[config.mk]
export PLATFORM = sky130hd
export DESIGN_NAME = dmem_arbiter
export DESIGN_NICKNAME = d
export VERILOG_FILES = /design/src/rtl/dmem_arbiter.sv
export SDC_FILE = /design/constraint.sdc
export NUM_CORES = 1
export LEC_CHECK = 0
export BUFFER_PORTS_ARGS = -buffer_cell sky130_fd_sc_hd__buf_4
export CAP_MARGIN = 20
export CORE_UTILIZATION = 30
export CTS_CLUSTER_DIAMETER = 100
export DETAILED_ROUTE_END_ITERATION = 10
export PLACE_DENSITY = 0.58
export SLEW_MARGIN = 5
export SYNTH_ARGS = -nofsm -noshare
export SYNTH_HDL_FRONTEND = slang
export SYNTH_SLANG_ARGS = --single-unit
[constraint.sdc]
create_clock -name CLK -period 2.17 [get_ports CLK]
set_input_delay 0.1085 -clock CLK [delete_from_list [all_inputs] [get_ports CLK]]
set_output_delay 0.1085 -clock CLK [all_outputs]
set_load 0.005 [all_outputs]
[src/rtl/dmem_arbiter.sv]
// Round-robin data-memory arbiter serialising N cores onto one
// single-port synchronous RAM, one transaction in flight at a time.
module dmem_arbiter #(
    parameter  int NCORES = 4,
    parameter  int RD_LAT = 1,
    localparam int CW     = $clog2(NCORES)
) (
    input  logic                  CLK,
    input  logic                  RST,
    input  logic [4*NCORES-1:0]   core_mctrl,
    input  logic [8*NCORES-1:0]   core_daddr,
    input  logic [8*NCORES-1:0]   core_ddout,
    output logic [7:0]            core_ddin,
    output logic [NCORES-1:0]     core_dacq,
    output logic [7:0]            mem_addr,
    output logic [7:0]            mem_wdata,
    output logic                  mem_we,
    output logic                  mem_re,
    input  logic [7:0]            mem_rdata,
    output logic [CW-1:0]         grant_id,
    output logic                  arb_busy,
    output logic                  err
);

    typedef enum logic [1:0] {
        S_IDLE,
        S_ISSUE,
        S_WAIT,
        S_ACK
    } state_t;

    localparam logic [3:0]    LAT  = 4'(RD_LAT);
    localparam logic [CW:0]   NC   = (CW+1)'(NCORES);
    localparam logic [CW-1:0] LAST = CW'(NCORES - 1);

    state_t state;
    state_t state_nxt;

    logic [CW-1:0]       rr_ptr;
    logic [CW-1:0]       pick;
    logic                found;
    logic [CW:0]         sum;
    logic [NCORES-1:0]   req;
    logic [1:0]          code_a [NCORES];
    logic [7:0]          addr_a [NCORES];
    logic [7:0]          data_a [NCORES];
    logic [2*NCORES-1:0] unused_ctrl;

    logic [7:0] addr_q;
    logic [7:0] wdata_q;
    logic [7:0] ddin_q;
    logic       wr_q;
    logic       ill_q;
    logic [3:0] cnt;

    // Split the flat per-core buses into indexable per-core fields.
    for (genvar gi = 0; gi < NCORES; gi++) begin : g_unpack
        assign code_a[gi]  = core_mctrl[4*gi +: 2];
        assign addr_a[gi]  = core_daddr[8*gi +: 8];
        assign data_a[gi]  = core_ddout[8*gi +: 8];
        assign req[gi]     = |core_mctrl[4*gi +: 2];
        assign unused_ctrl[2*gi +: 2] = core_mctrl[4*gi+2 +: 2];
    end

    // Round-robin pick: first requester at or after rr_ptr, wrapping.
    always_comb begin
        found = 1'b0;
        pick  = '0;
        sum   = '0;
        for (int k = 0; k < NCORES; k++) begin
            sum = {1'b0, rr_ptr} + (CW+1)'(k);
            if (sum >= NC) begin
                sum = sum - NC;
            end
            if (!found && req[sum[CW-1:0]]) begin
                found = 1'b1;
                pick  = sum[CW-1:0];
            end
        end
    end

    // State register.
    always_ff @(posedge CLK) begin
        if (RST) begin
            state <= S_IDLE;
        end else begin
            state <= state_nxt;
        end
    end

    // Next-state logic: reads detour through WAIT, writes go straight to ACK.
    always_comb begin
        state_nxt = state;
        unique case (state)
            S_IDLE: begin
                if (found) begin
                    state_nxt = S_ISSUE;
                end
            end
            S_ISSUE: begin
                state_nxt = wr_q ? S_ACK : S_WAIT;
            end
            S_WAIT: begin
                if (cnt == 4'd1) begin
                    state_nxt = S_ACK;
                end
            end
            S_ACK: begin
                state_nxt = S_IDLE;
            end
            default: begin
                state_nxt = S_IDLE;
            end
        endcase
    end

    // Grant latch, read-latency counter, read capture and pointer update.
    always_ff @(posedge CLK) begin
        if (RST) begin
            rr_ptr   <= '0;
            grant_id <= '0;
            addr_q   <= '0;
            wdata_q  <= '0;
            wr_q     <= 1'b0;
            ill_q    <= 1'b0;
            cnt      <= '0;
            ddin_q   <= '0;
        end else begin
            unique case (state)
                S_IDLE: begin
                    if (found) begin
                        grant_id <= pick;
                        addr_q   <= addr_a[pick];
                        wdata_q  <= data_a[pick];
                        wr_q     <= code_a[pick][1];
                        ill_q    <= &code_a[pick];
                    end
                end
                S_ISSUE: begin
                    cnt <= LAT;
                end
                S_WAIT: begin
                    cnt <= cnt - 4'd1;
                    if (cnt == 4'd1) begin
                        ddin_q <= mem_rdata;
                    end
                end
                S_ACK: begin
                    if (grant_id == LAST) begin
                        rr_ptr <= '0;
                    end else begin
                        rr_ptr <= grant_id + CW'(1);
                    end
                end
                default: begin
                end
            endcase
        end
    end

    // Strobes, completion pulse and status decoded from the state.
    always_comb begin
        mem_re    = 1'b0;
        mem_we    = 1'b0;
        err       = 1'b0;
        core_dacq = '0;
        arb_busy  = (state != S_IDLE);
        if (state == S_ISSUE) begin
            mem_re = !wr_q;
            mem_we = wr_q;
            err    = ill_q;
        end
        if (state == S_ACK) begin
            core_dacq[grant_id] = 1'b1;
        end
    end

    assign mem_addr  = addr_q;
    assign mem_wdata = wdata_q;
    assign core_ddin = ddin_q;

endmodule
**After elaboration in Yosys (flattened, before gate mapping)**

Index checks and enable logic that the tools add are counted.

- Bits in registers: 36
- Input bits: 90
- Output and inout port bits: 34
- Logic and storage cells: 97

- Add/subtract/negate cells: 9
- Magnitude comparators: 11
- Equality and inequality tests: 7
- Mux-type cells: 41
- Bitwise gates (word level): 1
- Reduce and logical (&&, ||, !) cells: 19

Operator list:

| kind | number |
|---|---|
| $bmux W8 S2 | 2 |
| $mux W8 | 4 |
| $mux W2 | 13 |
| $lt A2 B3 Y1 const B | 5 |
| $mux W1 | 13 |
| $ge A3 B3 Y1 const B | 4 |
| $bmux W1 S2 | 4 |
| $pmux W2 S4 | 1 |
| $pmux W4 S2 | 1 |
| $reduce_and A2 Y1 | 4 |
| $reduce_or A2 Y1 | 4 |
| $sub A2 B1 Y2 const B | 4 |
| $add A2 B2 Y3 const B | 2 |
| $eq A2 B2 Y1 const B | 3 |
| $bmux W2 S2 | 1 |
| $eq A4 B1 Y1 const B | 1 |
| $logic_and A1 B1 Y1 | 4 |
| $logic_not A1 Y1 | 4 |
| $mux W4 | 1 |
| $ne A2 B2 Y1 const B | 2 |
| $reduce_bool A2 Y1 | 2 |
| $sub A4 B1 Y4 const B | 1 |
| $add A2 B1 Y3 const B | 1 |
| $ge A2 B3 Y1 const B | 1 |
| other kinds (6) | 6 |

**Logic depth before layout (Yosys ltp)**

- Depth after elaboration: 19
- Gate-level depth with buffers: 9
- Gate-level depth less buffers: 7

**Worst setup path after synthesis**

No wires, ideal clock.

- Path type: reg2reg
- Start point: register rr_ptr[1]
- End point: register addr_q[2] (netlist: mem_addr[2])
- Setup time: 117 ps
- Data arrival time: 1907 ps
- Data required time: 2053 ps
- Slack: 146 ps
- Stages on the path, launching flop included: 8
- Path buffers: 2
- Period minus slack after synthesis: 2024 ps
- Cell sequence: dfxtp_1 nor3_2 a211oi_1 or3_1 buf_6 buf_12 mux4_2 a22o_1

- Longest elaborated chain between the ends: 18
- Elaborated cells on any way between the ends: 42
- Those cells by class: add/sub: 7; order compare: 4; mux: 23; bitwise: 1; reduce/logical: 7

RTL lines:

| element | line | source |
|---|---|---|
| start: declaration | 39 | `logic [CW-1:0] rr_ptr;` |
| start signal: assignment | 152 | `rr_ptr <= grant_id + CW'(1);` |
| parallel branches: the longest is 18 deep, another holds $add A2 B1 Y3 | -- |  |
| end signal: assignment | 133 | `addr_q <= addr_a[pick];` |
| end: declaration | 49 | `logic [7:0] addr_q;` |

Several ways; the timed one is not identified. The select of a mux whose other input is x is not followed.
A chain may end at the register's enable or synchronous reset.

**Worst setup path after layout**

- Start point: register rr_ptr[1]
- End point: register addr_q[7] (netlist: mem_addr[7])

Same word-level chain as after synthesis.

==> key figures <==
Status
  • Outcome: finished, violations left
  • Failing checks: design-rule violations

Timing
  • Fin crit period: around 2 ns
  • Slew HR: 0.756
  • Final setup skew: 0.00643 ns
  • Max-slew violation count: 0
  • Setup violators final: 0
  • RSZ-0062 raised after global routing: no
  • Crit path setup slack, layout: roughly 0.19 ns
  • Final setup TNS: 0 ns
  • Max Clock Freq: 504 MHz
  • Final Hold Viols: 0
  • Worst Tran Pin Value: between 0.3 and 0.4 ns
  • Crit share post-route: 0.914
  • Hold_ws: between 0.05 and 0.06 ns

Layout
  • Fin cells: between 300 and 400
  • Filler cell count: between 600 and 700
  • Design Area, Final: ~0.0032 mm2
  • Footprint of the multi-input gates: between 0.001 and 0.0015 mm2
  • Fraction of layout cells with a size suffix above 1: 0.481
  • Post-layout util: 0.489
  • Area Growth Syn to Fin: 54.3%
  • Reg area: 722 um2
  • Antenna diodes: 0
  • Final #Nets: 415

Floorplanning
  • Initial Util: 0.317
  • IO Count: between 100 and 150
  • Core Rows: 29
  • Core area: between 0.006 and 0.007 mm2
  • Die H: ~85 um
  • Die ar.: around 0.0072 mm2
  • Die Wd: approximately 85 um

Drt
  • DR vias: 1910
  • Wire per inst: about 13 um
  • Antenna Nets Post-Route: 0
  • DR iter-0 viols: 62
  • First-pass DRT Iterations: 7
  • DR DRC count: 5
  • Routed vias/inst: just under 5
  • DRT Wirelength: around 5.2 mm

Global route
  • First-pass GRT wire length: around 8 mm
  • Initial antenna violation count: 0
  • Number of global-route vias before repair: around 1800
  • Total GRT Usage: 0.145
  • Total gr overflow: 0
  • Largest net degree at the start of global routing: 21

CTS
  • Clock Latency Late Sink: 0.29 ns
  • Root buffer cell: clkbuf_8
  • H-tree depth: 2
  • Sink Count: 36
  • Worst-path clk slew: 0.07 ns
  • TritonCTS clock tree: done
  • Clock Tree Buf Depth: 2
  • Total CTS buffers: 5

Setup path
  • Reg2reg start: rr_ptr[1]$_SDFFE_PP0P_
  • Largest fanout on the critical path: 7
  • Worst setup SP type: flop
  • WS Path Type: flop to flop
  • CP Capture Type: flop
  • Critical Path RT: approximately 2.4 ns
  • Register-to-register setup slack: 0.19 ns
  • CP arrival: roughly 2.2 ns
  • Cells along the critical path: nor3_2 -> a211oi_2 -> or3_1 -> buf_4 -> mux4_1 -> a22o_1
  • Reg2Reg Depth: 6
  • Reg2reg end: mem_addr[7]$_SDFFE_PP0P_
  • Critical path destination: mem_addr[7]$_SDFFE_PP0P_
  • Max stage delay cell, worst path: mux4_1
  • CP max stage delay: about 0.44 ns
  • Crit path from: rr_ptr[1]$_SDFFE_PP0P_

Synth
  • Syn nets: between 200 and 300
  • EDFF count, synth: 0
  • Netlist cell types: 37
  • Ys flop type: dfxtp_1
  • Mapped cell area: around 0.0021 mm2
  • Syn Inst Count: 189
  • Register area share after synthesis: 0.350
  • FFs w/ async S/R, synth: 0
  • #FFs+latches synth: 36
  • Mapped Avg Cell Area: roughly 11 um2
  • Synth Warn #: 0

Placement
  • Placed Area: roughly 0.003 mm2
  • GP Congestion: just over 0.8
  • # port buffers: 115
  • Placed cells: between 300 and 400
  • Worst slack, placed: between 0.07 and 0.08 ns
  • Hpwl dp: between 4 and 5 mm

Power
  • Max rail drop VDD: around 0.25 mV
  • Final Power: roughly 2.8 mW
  • LEAKAGE: between 1 and 1.5 nW
  • Pwr Density: approximately 870 mW/mm2

Job
  • Maxcap violations: 0

Worst hold path
  • Worst hold path type: input pin to flop
power breakdown:
group          internal, mW  switching (mW)  leakage, nW  total [mW]
sequential            0.829           0.118        0.295       0.947
clock                 0.341           0.240       0.0552       0.581
combinational         0.701           0.525         1.15        1.23
total                  1.87           0.883         1.50        2.75
cells in the mapped netlist (2+ instances only):
library cell / number / area share
dfxtp_1: 36 / 0.35
nor2_1: 24 / 0.044
a22o_1: 16 / 0.068
inv_1: 14 / 0.026
mux2i_1: 12 / 0.058
ha_1: 10 / 0.061
mux4_1: 9 / 0.11
mux4_2: 8 / 0.088
and2_1: 6 / 0.018
clkbuf_1: 6 / 0.011
nand2_1: 6 / 0.011
a21oi_1: 5 / 0.012
o21ai_0: 5 / 0.012
a211oi_1: 3 / 0.011
nor3b_1: 3 / 0.011
nor2b_1: 2 / 0.0061
nor4_1: 2 / 0.0061
o31ai_1: 2 / 0.0073
or3_1: 2 / 0.0061
how the worst min path moves through the flow:
stage            startpoint                   endpoint  slack, ns  depth (start not counted)
2_1_floorplan  mem_rdata[0]  core_ddin[0]$_SDFFE_PP0P_       0.26                          2
3_3_place_gp   mem_rdata[4]  core_ddin[4]$_SDFFE_PP0P_       0.34                          3
3_5_place_dp   mem_rdata[0]  core_ddin[0]$_SDFFE_PP0P_       0.35                          3
4_1_cts        mem_rdata[0]  core_ddin[0]$_SDFFE_PP0P_       0.04                          3
5_1_grt        mem_rdata[7]  core_ddin[7]$_SDFFE_PP0P_       0.05                          3
6_report       mem_rdata[0]  core_ddin[0]$_SDFFE_PP0P_       0.05                          3
critical path, delay by kind of cell (launching register included):
family / cells / cell delay [ns]
simple gates: 2 / 0.59
mux: 1 / 0.44
flops: 1 / 0.35
compound gates: 2 / 0.30
buf+inv: 1 / 0.19
routing by layer:
layer / GRT usage / up-vias / wire length [um]
met4: 0.0555 / 0 / 75
met3: 0.0350 / 6 / 344
met1: 0.173 / 871 / 2180
met5: 0 / - / 0
met2: 0.254 / 75 / 2610
li1: - / 958 / -
state kept, by name, summed over array words and instances (netlist names):
name / count
ill_q: 1
cnt: 4
rr_ptr: 2
mem_addr: 8
state: 2
wr_q: 1
mem_wdata: 8
core_ddin: 8
grant_id: 2
layout make-up:
cell class                 count  share of cell area
clock buffer                   6              0.0229
clock inverter                 2              0.0110
inverter                      14              0.0165
multi-input combinational    130               0.389
sequential                    36               0.227
tap                           77              0.0303
timing repair buffer         128               0.303
logic make-up (layout without fill, tap and decap cells):
family | Yosys count | count (layout) | share of synthesized area
AND/OR/NAND/NOR | 50 | 50 | 0.119
flip-flops | 36 | 36 | 0.350
multiplexers | 30 | 30 | 0.266
buffers and inverters | 23 | 150 | 0.0535
adder cells (fa/ha/maj) | 10 | 10 | 0.0608
AO/OA/AOI/OAI | 40 | 40 | 0.150
layout by cell type (no fill, tap or decap), types with 2 or more instances in the layout:
cell,count
a211oi_1,2
nor2b_1,2
ha_1,10
nand2_1,6
inv_1,14
mux4_1,9
nor4_1,2
and2_1,6
a21oi_1,4
or3_1,2
clkbuf_8,5
mux2i_1,12
mux4_2,8
o21ai_0,5
buf_4,128
dfxtp_1,35
nor3b_1,3
nor2_1,24
a22o_1,16
o31ai_1,2
repair_timing:
| item | in CTS | in global routing |
|---|---|---|
| hold buffers | 0 | 0 |
| endpoints found under the setup margin | 0 | 12 |
| hold endpoints to repair | 0 | 0 |
| resized for setup | 0 | 2 |
| setup buffers | 0 | 0 |
Note: power is estimated with default switching activity, not from simulation.
